==> src/rtl/rms_pkg.sv <==
// rms_pkg: shared types and constants for the streaming RMS engine.
//   state_t    - controller states (ACCUM, DIV, SQRT, DONE)
//   calc_accw  - accumulator / dividend width for a given sample width and window
//   RST_*      - register values restored by the asynchronous reset
package rms_pkg;

   typedef enum logic [1:0] {ACCUM, DIV, SQRT, DONE} state_t;

   localparam state_t RST_STATE     = ACCUM;
   localparam logic   RST_OUT_VALID = 1'b0;
   localparam logic   RST_BUSY      = 1'b0;

   // Sum of N squares of WIDTH-bit samples needs 2*WIDTH + clog2(N) bits.
   function automatic int calc_accw(input int width, input int n);
      return 2 * width + $clog2(n);
   endfunction

endpackage

==> src/rtl/rms_stream_if.sv <==
// rms_stream_if: sample input and result output handshakes of rms_stream.
//   in_valid/in_data/in_ready - sample stream (producer -> engine)
//   flush                     - discard the partial window
//   out_valid/out_rms/out_ready - result stream (engine -> consumer)
//   busy                      - engine is dividing, rooting or holding a result
// master: the side that drives samples and consumes results; slave: the engine.
interface rms_stream_if #(parameter int WIDTH = 4);
   logic             in_valid;
   logic [WIDTH-1:0] in_data;
   logic             in_ready;
   logic             flush;
   logic             out_valid;
   logic [WIDTH-1:0] out_rms;
   logic             out_ready;
   logic             busy;

   modport master (output in_valid, in_data, flush, out_ready,
                   input  in_ready, out_valid, out_rms, busy);
   modport slave  (input  in_valid, in_data, flush, out_ready,
                   output in_ready, out_valid, out_rms, busy);
endinterface

==> src/rtl/isqrt_iter.sv <==
// isqrt_iter: digit-by-digit integer square root, one root bit per cycle, MSB first.
//   clk, rst_n - clock, asynchronous active-low reset
//   start      - one-cycle pulse; radicand is sampled and the first bit computed on this edge
//   radicand   - 2*WIDTH-bit unsigned operand
//   done       - one-cycle pulse after the WIDTH-th bit has been produced
//   root       - floor(sqrt(radicand)), valid from done until the next start
module isqrt_iter #(
   parameter int WIDTH = 4
) (
   input  logic               clk,
   input  logic               rst_n,
   input  logic               start,
   input  logic [2*WIDTH-1:0] radicand,
   output logic               done,
   output logic [WIDTH-1:0]   root
);
   localparam int IW = $clog2(WIDTH);

   logic [2*WIDTH-1:0] x_q, x_src, x_nxt;
   logic [WIDTH+1:0]   rem_q, rem_src, rem_nxt;
   logic [WIDTH-1:0]   root_q, root_src, root_nxt;
   logic [WIDTH+3:0]   cand, trial;
   logic               take, active;
   logic [IW-1:0]      it;

   // The start edge already performs iteration 1 from the fresh operand, so the
   // whole root takes exactly WIDTH edges.
   always_comb begin
      // NOTE: every signal gets a value on entry, so no path can infer a latch.
      rem_src  = start ? '0 : rem_q;
      root_src = start ? '0 : root_q;
      x_src    = start ? radicand : x_q;
      cand     = {rem_src, x_src[2*WIDTH-1 -: 2]};
      trial    = {2'b00, root_src, 2'b01};
      take     = (cand >= trial);
      rem_nxt  = take ? (WIDTH+2)'(cand - trial) : (WIDTH+2)'(cand);
      root_nxt = WIDTH'({root_src, take});
      x_nxt    = x_src << 2;
   end

   always_ff @(posedge clk or negedge rst_n) begin
      if (!rst_n) begin
         x_q    <= '0;
         rem_q  <= '0;
         root_q <= '0;
         active <= 1'b0;
         it     <= '0;
         done   <= 1'b0;
      end else begin
         done <= 1'b0;
         if (start || active) begin
            x_q    <= x_nxt;
            rem_q  <= rem_nxt;
            root_q <= root_nxt;
         end
         if (start) begin
            active <= 1'b1;
            it     <= IW'(1);
         end else if (active) begin
            it <= it + IW'(1);
            if (it == IW'(WIDTH - 1)) begin
               active <= 1'b0;
               done   <= 1'b1;
            end
         end
      end
   end

   assign root = root_q;

endmodule

==> src/rtl/rms_stream.sv <==
// rms_stream: windowed RMS engine, out_rms = floor(sqrt(floor(sum(x^2) / N))).
//   clk, rst_n - clock, asynchronous active-low reset
//   bus        - rms_stream_if slave: sample handshake in, result handshake out,
//                flush (drops the partial window, ignored while computing), busy
// Squares are accumulated in ACCUM; a restoring divider by the constant N runs
// ACCW cycles in DIV; isqrt_iter runs WIDTH cycles in SQRT; DONE holds the result.
module rms_stream
   import rms_pkg::*;
#(
   parameter int WIDTH = 4,
   parameter int N     = 5
) (
   input  logic     clk,
   input  logic     rst_n,
   rms_stream_if.slave bus
);
   localparam int ACCW = calc_accw(WIDTH, N);
   localparam int CW   = $clog2(N + 1);
   localparam int DCW  = $clog2(ACCW);

   state_t           state, state_nxt;
   logic [ACCW-1:0]  acc, quo, rem, rem_nxt, sq;
   logic [ACCW:0]    rem_sh;
   logic [CW-1:0]    cnt;
   logic [DCW-1:0]   dcnt;
   logic             accept, last_sample, div_last, q_bit;
   logic             sq_start, sq_done;
   logic [WIDTH-1:0] root, out_rms_q;
   logic             out_valid_q, busy_q;

   assign bus.in_ready = (state == ACCUM);
   assign accept       = bus.in_valid && (state == ACCUM);
   assign sq           = ACCW'(bus.in_data) * ACCW'(bus.in_data);
   assign last_sample  = (cnt == CW'(N - 1));
   assign div_last     = (dcnt == DCW'(ACCW - 1));

   // One restoring step: the remainder stays below N, so rem_sh < 2N.
   assign rem_sh  = {rem, quo[ACCW-1]};
   assign q_bit   = (rem_sh >= (ACCW+1)'(N));
   assign rem_nxt = q_bit ? ACCW'(rem_sh - (ACCW+1)'(N)) : ACCW'(rem_sh);

   always_ff @(posedge clk or negedge rst_n) begin
      if (!rst_n) state <= RST_STATE;
      else        state <= state_nxt;
   end

   always_comb begin
      state_nxt = state;
      unique case (state)
         ACCUM: if (accept && !bus.flush && last_sample) state_nxt = DIV;
         DIV:   if (div_last)                            state_nxt = SQRT;
         SQRT:  if (sq_done)                             state_nxt = DONE;
         DONE:  if (bus.out_ready)                       state_nxt = ACCUM;
         default:                                        state_nxt = RST_STATE;
      endcase
   end

   always_ff @(posedge clk or negedge rst_n) begin
      if (!rst_n) begin
         acc         <= '0;
         cnt         <= '0;
         quo         <= '0;
         rem         <= '0;
         dcnt        <= '0;
         sq_start    <= 1'b0;
         out_valid_q <= RST_OUT_VALID;
         out_rms_q   <= '0;
         busy_q      <= RST_BUSY;
      end else begin
         // NOTE: non-blocking assignments keep every register update here reading
         // the pre-edge values, independent of statement order.
         sq_start    <= 1'b0;
         busy_q      <= (state_nxt != ACCUM);
         out_valid_q <= (state_nxt == DONE);
         unique case (state)
            ACCUM: begin
               // flush outranks a sample offered in the same cycle
               if (bus.flush) begin
                  acc <= '0;
                  cnt <= '0;
               end else if (accept) begin
                  if (last_sample) begin
                     quo  <= acc + sq;
                     rem  <= '0;
                     dcnt <= '0;
                     cnt  <= '0;
                  end else begin
                     acc <= acc + sq;
                     cnt <= cnt + CW'(1);
                  end
               end
            end
            DIV: begin
               quo  <= {quo[ACCW-2:0], q_bit};
               rem  <= rem_nxt;
               dcnt <= dcnt + DCW'(1);
               // the root starts one edge later, once the last quotient bit is in
               if (div_last) sq_start <= 1'b1;
            end
            SQRT: if (sq_done) out_rms_q <= root;
            DONE: if (bus.out_ready) acc <= '0;
            default: ;
         endcase
      end
   end

   // The quotient never exceeds (2^WIDTH-1)^2, so its low 2*WIDTH bits are the mean.
   isqrt_iter #(.WIDTH(WIDTH)) u_isqrt (
      .clk      (clk),
      .rst_n    (rst_n),
      .start    (sq_start),
      .radicand (quo[2*WIDTH-1:0]),
      .done     (sq_done),
      .root     (root)
   );

   assign bus.out_valid = out_valid_q;
   assign bus.out_rms   = out_rms_q;
   assign bus.busy      = busy_q;

endmodule
==> src/flat_wrapper.sv <==
// flat-port wrapper written by rule: the top's interface ports become plain ports
module rms_stream_flat import rms_pkg::*;
#(
   parameter int WIDTH = 4,
   parameter int N     = 5
)
  (clk, rst_n, bus_in_valid, bus_in_data, bus_flush, bus_out_ready, bus_in_ready, bus_out_valid, bus_out_rms, bus_busy);
  rms_stream_if #(.WIDTH(WIDTH)) bus_i ();
  input  logic clk;
  input  logic rst_n;
  input wire logic [$bits(bus_i.in_valid)-1:0] bus_in_valid;
  input wire logic [$bits(bus_i.in_data)-1:0] bus_in_data;
  input wire logic [$bits(bus_i.flush)-1:0] bus_flush;
  input wire logic [$bits(bus_i.out_ready)-1:0] bus_out_ready;
  output wire logic [$bits(bus_i.in_ready)-1:0] bus_in_ready;
  output wire logic [$bits(bus_i.out_valid)-1:0] bus_out_valid;
  output wire logic [$bits(bus_i.out_rms)-1:0] bus_out_rms;
  output wire logic [$bits(bus_i.busy)-1:0] bus_busy;
  assign bus_i.in_valid = bus_in_valid;
  assign bus_i.in_data = bus_in_data;
  assign bus_i.flush = bus_flush;
  assign bus_i.out_ready = bus_out_ready;
  assign bus_in_ready = bus_i.in_ready;
  assign bus_out_valid = bus_i.out_valid;
  assign bus_out_rms = bus_i.out_rms;
  assign bus_busy = bus_i.busy;
  rms_stream #(.WIDTH(WIDTH), .N(N)) u_core (.clk(clk), .rst_n(rst_n), .bus(bus_i));
endmodule
==> config.mk <==
export PLATFORM = sky130hd
export DESIGN_NAME = rms_stream_flat
export DESIGN_NICKNAME = d
export VERILOG_FILES = /design/src/rtl/rms_pkg.sv /design/src/rtl/rms_stream_if.sv /design/src/rtl/isqrt_iter.sv /design/src/rtl/rms_stream.sv /design/src/flat_wrapper.sv
export SDC_FILE = /design/constraint.sdc
export NUM_CORES = 1
export LEC_CHECK = 0
export CORE_AREA = 4 4 117 119
export DETAILED_ROUTE_END_ITERATION = 6
export DIE_AREA = 0 0 121 123
export HOLD_SLACK_MARGIN = 0.15
export MAX_ROUTING_LAYER = met4
export PLACE_DENSITY = 0.45
export SYNTH_ARGS = -nofsm -noshare
export SYNTH_HDL_FRONTEND = slang
export SYNTH_SLANG_ARGS = --single-unit
==> constraint.sdc <==
create_clock -name clk -period 4 [get_ports clk]
set_clock_uncertainty 0.1 [all_clocks]
set_input_delay 0.8 -clock clk [delete_from_list [all_inputs] [get_ports clk]]
set_output_delay 0.8 -clock clk [all_outputs]
set_load 0.05 [all_outputs]
==> flow_summary.ini <==
[yosys]
synth_commonest_cells = 69 x dfrtp_1, 58 x nand2_1, 37 x o21ai_0
synth-edff-count = 0
yosysMostFrequentCell = dfrtp_1
ys_seq_area_frac = 0.4187
yosys.area.top_type = dfrtp_1
ys_types = 59
synth_seq_cells = 69
syn_area_um2 = 4124
synth_nets = 483
synth_ff_type = dfrtp_1
synth_area_leaders = dfrtp_1 42%, ha_1 9.1%, nand2_1 5.3%, o21ai_0 4.5%, mux2i_1 2.9%
synth.avg_cell_area_um2 = 9.330
yosysWarnings = 0
synthCells = 442
synth.top_cell.area_share = 0.4187
async_flop_share = 1.000

[cells_and_area]
nets = 493
layout-drive-gt1-share = 0.08315
area_growth_pct = 14.29
n_antenna_cell = 0
final_util = 0.3750

[placed_design]
io_buffers = 15
gp_congestion = 0.8003
pre_cts_slack_ps = 311.8
dp_hpwl_um = 6635

[routing]
routed_wl_um = 9197
wire_per_inst_um = 14.62
drc = 0
ant_nets = 0
dr.first_iter.drc_count = 254
first_pass_iters = 5
vias = 3151
detail_route.vias_per_cell = 5.010

[sta]
finalCritPeriodShare = 0.8375
fin_ws_ps = 650.1
max_slew_margin = 0.5647
tightest_slew_ps = 651.3
rsz0062_at_grt = false
maxSlewViolCount = 0
setup_viol = 0
post-route-min-period_ps = 3350
max_freq_mhz = 298.5
finalSetupTns_ps = 0
hold_viol_final = 0

[clocking]
clockBufferDepth = 2
clk_pin_slew_worst_paths_ps = 60
clkSinkCount = 69
root_buffer = clkbuf_16
worstSkewPairLatency_ps = 330
cts_tree = yes
cts_setup_buffers = 0
htreeDepth = 3
cts_hold_buf = 0
cts_resized = 0
cts_made_buffers = 9

[critical_path]
endpoint_kind = flip-flop
path_class = input port to flip-flop
r2r_cells = 8
critPathRequiredTime_ps = 4120
cp_max_fo = 5
crit_arrival_ps = 3470
r2r_slack_ps = 1300
startpoint_type = input port

[power_and_ir_drop]
vdd_ir_drop_max_mv = 0.1842
leakage_uw = 0.002128
power_uw = 3004
powerDensity_nw_per_um2 = 637.3

[global_route]
grt_first_pass_wirelength_um = 15830
grt_max_degree = 29
grtUsageTotal = 0.1387
grt.overflow.total = 0
grt_pass1_vias = 3155
antenna_found_initial = 0

[status]
run_status = completed

[die]
core_area_um2 = 12570
ios = 16
die_area_um2 = 14880
die_y_um = 123
rows = 41
die_w_um = 121
initial_utilization = 0.3281

[flow_run]
max-cap-violations = 0

[hold_path]
hp-class = input port to asynchronous set/reset pin
==> power breakdown <==
part           internal (uW)  leakage, uW  switching (uW)
registers                894     0.000880             183
logic                    514      0.00111             677
clock network            450     0.000138             287
==> kinds of logic after synthesis <==
family	Yosys count	share of synthesized area
adders and majority gates	32	0.1007
xor gates and xnor gates	20	0.04247
AOI/OAI and AO/OA	116	0.1796
and+or+nand+nor	140	0.1626
muxes	21	0.05370
DFF	69	0.4187
buffers and inverters	44	0.04217
==> worst paths after layout <==
kind / endpoint / start
max in group asynchronous: u_core.acc[6] / rst_n
worst min-delay path: u_core.bus.out_rms[3] / rst_n
min in group clk: u_core.acc[2] / u_core.acc[2]
worst min register to register: u_core.acc[2] / u_core.acc[2]
worst max register to register: u_core.u_isqrt.rem_q[1] / u_core.sq_start
worst max-delay path: u_core.acc[10] / bus_in_data[1]
==> area by class of cell <==
| type | count | area, um^2 |
|---|---|---|
| fillers | 1283 | 7855 |
| repair buffers | 20 | 182.7 |
| flip-flops and latches | 69 | 1727 |
| clock buffers | 12 | 256.5 |
| clock inverters | 4 | 22.52 |
| well taps | 172 | 215.2 |
| inverters | 23 | 86.33 |
| multi-input cells | 329 | 2223 |
==> cells in the final DEF, fill, tap and decap left out, drive strengths merged, types with 5 or more instances in the layout <==
cell type | Yosys | final
a22o | 5 | 5
clkdlybuf4s50 | 0 | 14
clkbuf | 17 | 12
nor2 | 33 | 33
o22ai | 13 | 13
nor3 | 5 | 5
and2 | 5 | 5
inv | 23 | 23
dfrtp | 69 | 69
o21ai | 41 | 41
o31ai | 7 | 7
nor2b | 10 | 10
xnor2 | 10 | 10
buf | 4 | 6
mux2 | 9 | 9
nand3 | 7 | 7
mux2i | 12 | 12
nand2 | 58 | 58
ha | 30 | 30
xor2 | 10 | 10
a21oi | 17 | 17
==> registers in the layout, indices dropped and copies added (netlist names) <==
name / flops
u_core.acc: 11
u_core.quo: 11
u_core.rem: 11
u_core.u_isqrt.rem_q: 6
u_core.u_isqrt.x_q: 6
u_core.bus.out_rms: 4
u_core.dcnt: 4
u_core.u_isqrt.root: 4
u_core.cnt: 3
u_core.state: 2
u_core.u_isqrt.it: 2
u_core.bus.busy: 1
u_core.bus.out_valid: 1
u_core.sq_start: 1
u_core.u_isqrt.active: 1
u_core.u_isqrt.done: 1
==> per-stage QoR <==
stage	hold WS (ps)	std cells	cell area (um^2)
6_report	388.2	629	4713
5_1_grt	404.0	629	4713
4_1_cts	392.2	629	4713
3_5_place_dp	380.0	613	4434
3_3_place_gp	366.5	613	4434
2_1_floorplan	352.2	442	4124
==> worst max-delay path: stages <==
cell and delay, ps:
clkdlybuf4s50_1 470, nand2b_1 190, fa_1 500, inv_1 40, ha_1 310, o21ai_0 120
a22o_1 290, o32a_1 380, a21o_1 190, a22o_1 170
==> routing by layer <==
metal / global-route usage / up-vias / share of wire
met2: 0.1994 / 43 / 0.43
met1: 0.1909 / 1504 / 0.52
met4: 0.06232 / 0 / 0.019
met3: 0.02516 / 16 / 0.027
li1: - / 1588 / -
met5: - / - / 0
(Power assumes the default switching activity.)
